[src/rtl/or1200_key_load_ctrl_pkg.sv]
// Shared constants and state encodings for the OR1200 key load controller.
// The controller FSM states are binary-encoded over 3 bits.
package or1200_key_load_ctrl_pkg;

    localparam int unsigned KEY_W = 128;

    localparam logic [2:0] OR1200_KEYCTRL_IDLE   = 3'd0;
    localparam logic [2:0] OR1200_KEYCTRL_FILL   = 3'd1;
    localparam logic [2:0] OR1200_KEYCTRL_PEND   = 3'd2;
    localparam logic [2:0] OR1200_KEYCTRL_COMMIT = 3'd3;
    localparam logic [2:0] OR1200_KEYCTRL_ZERO   = 3'd4;

    typedef enum logic [2:0] {
        StIdle   = OR1200_KEYCTRL_IDLE,
        StFill   = OR1200_KEYCTRL_FILL,
        StPend   = OR1200_KEYCTRL_PEND,
        StCommit = OR1200_KEYCTRL_COMMIT,
        StZero   = OR1200_KEYCTRL_ZERO
    } keyctrl_state_e;

endpackage

[src/rtl/or1200_key_load_ctrl_if.sv]
// Bus-side word writes, engine handshake and key register load signals.
// The slave modport is the controller; the master modport drives it.
interface or1200_key_load_ctrl_if #(
    parameter int unsigned WORD_W = 32
);
    import or1200_key_load_ctrl_pkg::*;

    logic              wr_en;
    logic [WORD_W-1:0] wr_data;
    logic              abort;
    logic              kill;
    logic              use_start;
    logic              use_done;
    logic              reg_ce;
    logic [KEY_W-1:0]  reg_in;
    logic              key_valid;
    logic              load_busy;
    logic              commit_pend;
    logic              err_drop;

    modport master (
        output wr_en, wr_data, abort, kill, use_start, use_done,
        input  reg_ce, reg_in, key_valid, load_busy, commit_pend, err_drop
    );

    modport slave (
        input  wr_en, wr_data, abort, kill, use_start, use_done,
        output reg_ce, reg_in, key_valid, load_busy, commit_pend, err_drop
    );

endinterface

[src/rtl/or1200_key_load_ctrl.sv]
// Stages NWORDS bus words into a key buffer and commits it to the external
// 128-bit key register with a one-cycle ce pulse once the engine is idle.
module or1200_key_load_ctrl
    import or1200_key_load_ctrl_pkg::*;
#(
    parameter int unsigned WORD_W = 32,
    parameter int unsigned NWORDS = 4
) (
    input  logic                  clk,
    input  logic                  rst,
    or1200_key_load_ctrl_if.slave bus
);

    localparam int unsigned CntW = (NWORDS > 1) ? $clog2(NWORDS) : 1;

    generate
        if (WORD_W * NWORDS != KEY_W) begin : g_bad_geometry
            $error("WORD_W*NWORDS must equal 128");
        end
    endgenerate

    keyctrl_state_e   state_q, state_d;
    logic [CntW-1:0]  cnt_q, cnt_d;
    logic [KEY_W-1:0] stage_q, stage_d;
    logic             in_use_q, in_use_d;
    logic             key_valid_q, key_valid_d;
    logic             err_q, err_d;
    logic             in_use_nxt;
    logic             last_word;

    always_comb begin
        // Engine ownership after this cycle's handshake; done+start keeps it busy.
        in_use_nxt  = (in_use_q & ~bus.use_done) | (bus.use_start & key_valid_q);
        last_word   = (cnt_q == CntW'(NWORDS - 1));

        state_d     = state_q;
        cnt_d       = cnt_q;
        stage_d     = stage_q;
        in_use_d    = in_use_nxt;
        err_d       = err_q;
        key_valid_d = key_valid_q;

        // The register output follows reg_ce by one edge, so validity does too.
        if (state_q == StCommit) begin
            key_valid_d = 1'b1;
        end else if (state_q == StZero) begin
            key_valid_d = 1'b0;
        end

        if (bus.kill) begin
            state_d  = StZero;
            cnt_d    = '0;
            stage_d  = '0;
            in_use_d = 1'b0;
            err_d    = 1'b0;
        end else if (bus.abort && (state_q != StZero)) begin
            state_d = StIdle;
            cnt_d   = '0;
            stage_d = '0;
            err_d   = 1'b0;
        end else begin
            unique case (state_q)
                StIdle, StFill: begin
                    if (bus.wr_en) begin
                        stage_d[int'(cnt_q) * WORD_W +: WORD_W] = bus.wr_data;
                        if (last_word) begin
                            cnt_d   = '0;
                            state_d = in_use_nxt ? StPend : StCommit;
                        end else begin
                            cnt_d   = cnt_q + CntW'(1);
                            state_d = StFill;
                        end
                    end
                end
                StPend: begin
                    if (!in_use_nxt) begin
                        state_d = StCommit;
                    end
                    if (bus.wr_en) begin
                        err_d = 1'b1;
                    end
                end
                StCommit, StZero: begin
                    state_d = StIdle;
                    cnt_d   = '0;
                    stage_d = '0;
                    if (bus.wr_en) begin
                        err_d = 1'b1;
                    end
                end
                default: state_d = StIdle;
            endcase
        end
    end

    always_ff @(posedge clk) begin
        if (rst) begin
            state_q     <= StIdle;
            cnt_q       <= '0;
            stage_q     <= '0;
            in_use_q    <= 1'b0;
            key_valid_q <= 1'b0;
            err_q       <= 1'b0;
        end else begin
            state_q     <= state_d;
            cnt_q       <= cnt_d;
            stage_q     <= stage_d;
            in_use_q    <= in_use_d;
            key_valid_q <= key_valid_d;
            err_q       <= err_d;
        end
    end

    // Staging contents reach reg_in only during COMMIT.
    assign bus.reg_ce      = (state_q == StCommit) || (state_q == StZero);
    assign bus.reg_in      = (state_q == StCommit) ? stage_q : '0;
    assign bus.key_valid   = key_valid_q;
    assign bus.load_busy   = (state_q == StFill) || (state_q == StPend);
    assign bus.commit_pend = (state_q == StPend);
    assign bus.err_drop    = err_q;

endmodule

[src/flat_wrapper.sv]
// flat-port wrapper written by rule: the top's interface ports become plain ports
module or1200_key_load_ctrl_flat import or1200_key_load_ctrl_pkg::*;
#(
    parameter int unsigned WORD_W = 32,
    parameter int unsigned NWORDS = 4
)
  (clk, rst, bus_wr_en, bus_wr_data, bus_abort, bus_kill, bus_use_start, bus_use_done, bus_reg_ce, bus_reg_in, bus_key_valid, bus_load_busy, bus_commit_pend, bus_err_drop);
  or1200_key_load_ctrl_if #(.WORD_W(WORD_W)) bus_i ();
  input  logic clk;
  input  logic rst;
  input wire logic [$bits(bus_i.wr_en)-1:0] bus_wr_en;
  input wire logic [$bits(bus_i.wr_data)-1:0] bus_wr_data;
  input wire logic [$bits(bus_i.abort)-1:0] bus_abort;
  input wire logic [$bits(bus_i.kill)-1:0] bus_kill;
  input wire logic [$bits(bus_i.use_start)-1:0] bus_use_start;
  input wire logic [$bits(bus_i.use_done)-1:0] bus_use_done;
  output wire logic [$bits(bus_i.reg_ce)-1:0] bus_reg_ce;
  output wire logic [$bits(bus_i.reg_in)-1:0] bus_reg_in;
  output wire logic [$bits(bus_i.key_valid)-1:0] bus_key_valid;
  output wire logic [$bits(bus_i.load_busy)-1:0] bus_load_busy;
  output wire logic [$bits(bus_i.commit_pend)-1:0] bus_commit_pend;
  output wire logic [$bits(bus_i.err_drop)-1:0] bus_err_drop;
  assign bus_i.wr_en = bus_wr_en;
  assign bus_i.wr_data = bus_wr_data;
  assign bus_i.abort = bus_abort;
  assign bus_i.kill = bus_kill;
  assign bus_i.use_start = bus_use_start;
  assign bus_i.use_done = bus_use_done;
  assign bus_reg_ce = bus_i.reg_ce;
  assign bus_reg_in = bus_i.reg_in;
  assign bus_key_valid = bus_i.key_valid;
  assign bus_load_busy = bus_i.load_busy;
  assign bus_commit_pend = bus_i.commit_pend;
  assign bus_err_drop = bus_i.err_drop;
  or1200_key_load_ctrl #(.WORD_W(WORD_W), .NWORDS(NWORDS)) u_core (.clk(clk), .rst(rst), .bus(bus_i));
endmodule
[config.mk]
export PLATFORM = sky130hd
export DESIGN_NAME = or1200_key_load_ctrl_flat
export DESIGN_NICKNAME = d
export VERILOG_FILES = /design/src/rtl/or1200_key_load_ctrl_pkg.sv /design/src/rtl/or1200_key_load_ctrl_if.sv /design/src/rtl/or1200_key_load_ctrl.sv /design/src/flat_wrapper.sv
export SDC_FILE = /design/constraint.sdc
export NUM_CORES = 1
export LEC_CHECK = 0
export BUFFER_PORTS_ARGS = -buffer_cell sky130_fd_sc_hd__buf_4
export CELL_PAD_IN_SITES_DETAIL_PLACEMENT = 1
export CELL_PAD_IN_SITES_GLOBAL_PLACEMENT = 1
export CORE_MARGIN = 5
export CORE_UTILIZATION = 40
export CTS_BUF_LIST = sky130_fd_sc_hd__clkbuf_4
export CTS_CLUSTER_SIZE = 25
export DETAILED_ROUTE_END_ITERATION = 12
export GPL_TIMING_DRIVEN = 0
export PLACE_DENSITY = 0.8
export SETUP_SLACK_MARGIN = 0.15
export SLEW_MARGIN = 20
export SYNTH_ARGS = -nofsm -noshare
export SYNTH_HDL_FRONTEND = slang
export SYNTH_SLANG_ARGS = --single-unit
[constraint.sdc]
create_clock -name clk -period 6.05 [get_ports clk]
set_clock_uncertainty 0.15 [all_clocks]
set_input_delay 0.605 -clock clk [delete_from_list [all_inputs] [get_ports clk]]
set_output_delay 0.605 -clock clk [all_outputs]
set_load 0.1 [all_outputs]
# Word level (Yosys, flattened, before mapping)
# Cells that the tools add are included.
# totals
inputBits	39
output_inout_bits	133
register_bits	136
word_cells	56
# classes
n_shift	2
eq_ne	10
muxes	16
bitwise_logic	4
n_reduce_logical	15
n_addsub	2
# op_table
op	count
128-bit 2-to-1 mux	2
128-bit case mux with 2 select lines	1
128-bit bitwise mux	1
32-bit by 34-bit variable shift with 128-bit output, first input constant	1
32-bit by 34-bit variable part select with 128-bit output	1
7-bit negator with 34-bit output	1
3-bit 2-to-1 mux	5
2-bit AND reduction	4
3-bit by 2-bit equality test with 1-bit output, second input constant	2
3-bit case mux with 2 select lines	1
2-bit OR reduction	3
3-bit OR reduction	2
2-bit 2-to-1 mux	2
2-bit != test, second input constant	2
4-bit by 3-bit != test with 1-bit output, second input constant	1
4-bit != test, second input constant	1
2-bit case mux with 2 select lines	1
2-bit nonzero test	2
3-bit by 1-bit equality test with 1-bit output, second input constant	1
3-bit equality test, second input constant	1
3-bit logical NOT	1
1-bit 2-to-1 mux	3
3-bit != test, second input constant	1
2-bit by 1-bit adder with 2-bit output, second input constant	1
6 further kinds	8

# Depth between registers and ports, before layout
# depth
word_depth	9
mapped_depth	7

# Worst setup path after synthesis
# OpenSTA, ideal clock, no wires.
# synth_timing
path_kind	register -> output
from	register u_core.state_q[2]
to	output port bus_reg_in[100]
stages_incl_launch_ff	7
arrival_time_ps	2009
slack_ps	3286
n_path_buf	4
path_cell_list	dfxtp_1 -> buf_6 -> and3b_1 -> buf_6 -> clkbuf_1 -> clkbuf_1 -> and2_1
# synth_between
elab_chain_len	2
# synth_lines
element	line	text
start: declaration	or1200_key_load_ctrl.sv:22	keyctrl_state_e state_q, state_d;
start signal: assignment	or1200_key_load_ctrl.sv:98	state_q <= StIdle;
start signal: assignment	or1200_key_load_ctrl.sv:105	state_q <= state_d;
3-bit by 2-bit equality test with 1-bit output	or1200_key_load_ctrl.sv:116	assign bus.reg_in = (state_q == StCommit) ? stage_q : '0;
128-bit 2-to-1 mux	or1200_key_load_ctrl.sv:116	
end: declaration	flat_wrapper.sv:18	output wire logic [$bits(bus_i.reg_in)-1:0] bus_reg_in;
# Every way passes these cells.

# Worst setup path in the final report
# layout_timing
from	register u_core.state_q[2]
to	output port bus_reg_in[96]
# The elaborated chain is that of the path after synthesis.

==> impl_metrics.env <==
export IMPL_endpoint_kind="output pin"
export IMPL_die_h_um=133.4
export IMPL_power_density_nw_per_um2=206.8
export IMPL_grt_pass1_vias=6098
export IMPL_wl_met1_um=9937
export IMPL_grtUsageTotal_pct=24.38
export IMPL_drc_errors=0
export IMPL_routed_wl_um=21910
export IMPL_wl_met2_um=9999
export IMPL_met3_length_um=1551
export IMPL_arrival_ns=2.98
export IMPL_yosysWarnings=0
export IMPL_worstMarginPinSlew_ns=0.9440
export IMPL_design_core_area_um2=15090
export IMPL_ys_seq_elements=136
export IMPL_viasPerCell=5.278
export IMPL_dieWidth_um=133.4
export IMPL_final_common_cell="buf_4"
export IMPL_diodes=0
export IMPL_worstPathMaxFanout=10
export IMPL_nets=986
export IMPL_dpl_hpwl_um=16260
export IMPL_vias=6027
export IMPL_htreeDepth=4
export IMPL_ant_nets=0
export IMPL_std_cell_rows=45
export IMPL_numCtsBuffers=17
export IMPL_synthCells=751
export IMPL_status="completed"
export IMPL_die_area_um2=17800
export IMPL_start_util_pct=40.38
export IMPL_grt_ovfl_total=0
export IMPL_timing_setup_tns_ns=0
export IMPL_rsz0062_at_grt="no"
export IMPL_first_pass_iters=5
export IMPL_cts_root_buf="clkbuf_4"
export IMPL_vdd_drop_max_v=0.0001647
export IMPL_grt_pass1_wl_um=33990
export IMPL_reg2reg_setup_slack_ns=3.16
export IMPL_final_cell_area_um2=7871
export IMPL_numPortBuffers=171
export IMPL_grt_max_degree=17
export IMPL_drive_above_1_share_pct=26.31
export IMPL_wl_per_cell_um=19.19
export IMPL_synth_nets=796
export IMPL_fill_cells=1917
export IMPL_hp_class="primary input to flop"
export IMPL_clk_pin_slew_ns=0.13
export IMPL_drv_slew=0
export IMPL_top_layer_used="met4"
export IMPL_min_period_ns=3.734
export IMPL_synth_async_reset_ratio_pct=0
export IMPL_syn_avg_cell_area_um2=8.114
export IMPL_synth_edff_count=0
export IMPL_cts_buffer_depth=2
export IMPL_drt_iter0_drc=405
export IMPL_cts_resized_gates=0
export IMPL_critPathMaxStageDelay_ns=0.61
export IMPL_synth_ff_type="dfxtp_1"
export IMPL_max_slew_margin_pct=36.90
export IMPL_seq_area_frac_synth_pct=44.68
export IMPL_routabilityCongestion=0.7834
export IMPL_cts_hold_buf=0
export IMPL_clkLatencyLatePin_ns=0.57
export IMPL_setup_viol=0
export IMPL_fmax_mhz=267.8
export IMPL_clock_sinks=136
export IMPL_placed_cell_area_um2=7612
export IMPL_maxCapViolations=0
export IMPL_cts_tree="done"
export IMPL_synth_area_um2=6093
export IMPL_crit_type="flop to output pin"
export IMPL_hold_violations=0
export IMPL_grt_antenna_before_repair=0
export IMPL_synthDistinctLibCells=32
export IMPL_io_pins=172
export IMPL_fin_crit_sh_pct=61.72
export IMPL_slowest_stage="clkbuf_1"
export IMPL_cts_setup_buffers=0
export IMPL_final_cell_mix="172 x buf_4, 136 x dfxtp_1, 129 x and2_1"
export IMPL_worstPathRequired_ns=5.29
export IMPL_p_leak_nw=3.049
export IMPL_area_growth_syn_to_layout_pct=29.18
export IMPL_path_cells="buf_6 > and3b_1 > buf_6 > clkbuf_1 > clkbuf_1 > and2_1 > buf_4"
export IMPL_start_kind="flop"
report_power, final:
| group | switching (mW) | total [mW] | internal (mW) |
|---|---|---|---|
| clock | 0.334 | 0.583 | 0.249 |
| sequential | 0.00300 | 0.903 | 0.900 |
| combinational | 0.0990 | 0.142 | 0.0427 |
cell type report:
class / count / area, µm² / area share [%]
Buffer: 67 / 377.9 / 4.801
Clock buffer: 20 / 150.1 / 1.907
Clock inverter: 12 / 108.9 / 1.383
Inverter: 6 / 22.52 / 0.2861
Multi-Input combinational cell: 542 / 2970 / 37.74
Sequential cell: 136 / 2723 / 34.59
Tap cell: 188 / 235.2 / 2.988
Timing Repair Buffer: 171 / 1284 / 16.31
cell families (layout without fill, tap and decap cells):
| family | after synthesis | count (layout) | synth area share, % |
|---|---|---|---|
| buffers and inverters | 73 | 276 | 6.571 |
| AOI/OAI and AO/OA | 149 | 149 | 14.19 |
| and+or+nand+nor | 385 | 385 | 32.94 |
| xor gates and xnor gates | 1 | 1 | 0.1438 |
| DFF | 136 | 136 | 44.68 |
| adders and majority gates | 6 | 6 | 1.232 |
| muxes | 1 | 1 | 0.2463 |
metrics by stage:
stage	std cells	util, %	hold slack (ns)	power, mW	worst slack [ns]
6_report	1142	52.16	0.04660	1.628	2.316
5_1_grt	1142	52.16	0.01746	1.686	2.085
4_1_cts	1142	52.16	0.02291	1.637	2.277
3_5_place_dp	1110	50.45	0.2934	1.063	2.920
3_3_place_gp	1110	50.45	0.2842	1.062	2.933
2_1_floorplan	751	-	0.2773	0.9945	3.286
worst max-delay path: cells and delay by family (launching register included):
kind                   cells  cell delay (ns)
DFF                        1             0.33
and+or+nand+nor            2             0.48
buffers and inverters      5             1.58
path summary, 6_finish.rpt:
check	startpoint	to	cells after the start
setup / recovery	u_core.state_q[2]$_SDFFE_PP0P_	bus_reg_in[96]	7
hold / removal	rst	u_core.bus.key_valid$_SDFFE_PP0N_	2
setup reg to reg	u_core.cnt_q[0]$_SDFFE_PP0P_	u_core.stage_q[14]$_SDFFE_PP0P_	6
hold reg to reg	u_core.stage_q[64]$_SDFFE_PP0P_	u_core.stage_q[64]$_SDFFE_PP0P_	2
cell usage after synthesis, types with 2 or more instances:
master	n	area (µm²)
buf_2	26	130.1
inv_1	6	22.52
nand3_1	96	480.5
clkbuf_1	27	101.4
o21ai_0	6	30.03
a21oi_1	98	490.5
a22oi_1	33	247.7
a21o_1	4	30.03
nor2_1	38	142.6
dfxtp_1	136	2723
nor3_1	4	20.02
buf_6	12	135.1
ha_1	6	75.07
nand3b_1	2	15.01
nor4_4	3	63.81
and2_1	129	807.0
nand2_1	103	386.6
nor2b_1	4	25.02
a21oi_2	5	43.79
metal layers:
layer,vias to the layer above,track usage (%)
met5,-,0
met4,0,7.543
met3,31,6.382
met2,209,38.35
met1,2895,32.93
li1,2892,-
state kept, by name, indices dropped and copies added (netlist names):
name / flops
u_core.bus.key_valid: 1
u_core.stage_q: 128
u_core.bus.err_drop: 1
u_core.cnt_q: 2
u_core.state_q: 3
u_core.in_use_q: 1
Power figures use the tool's default switching activity.
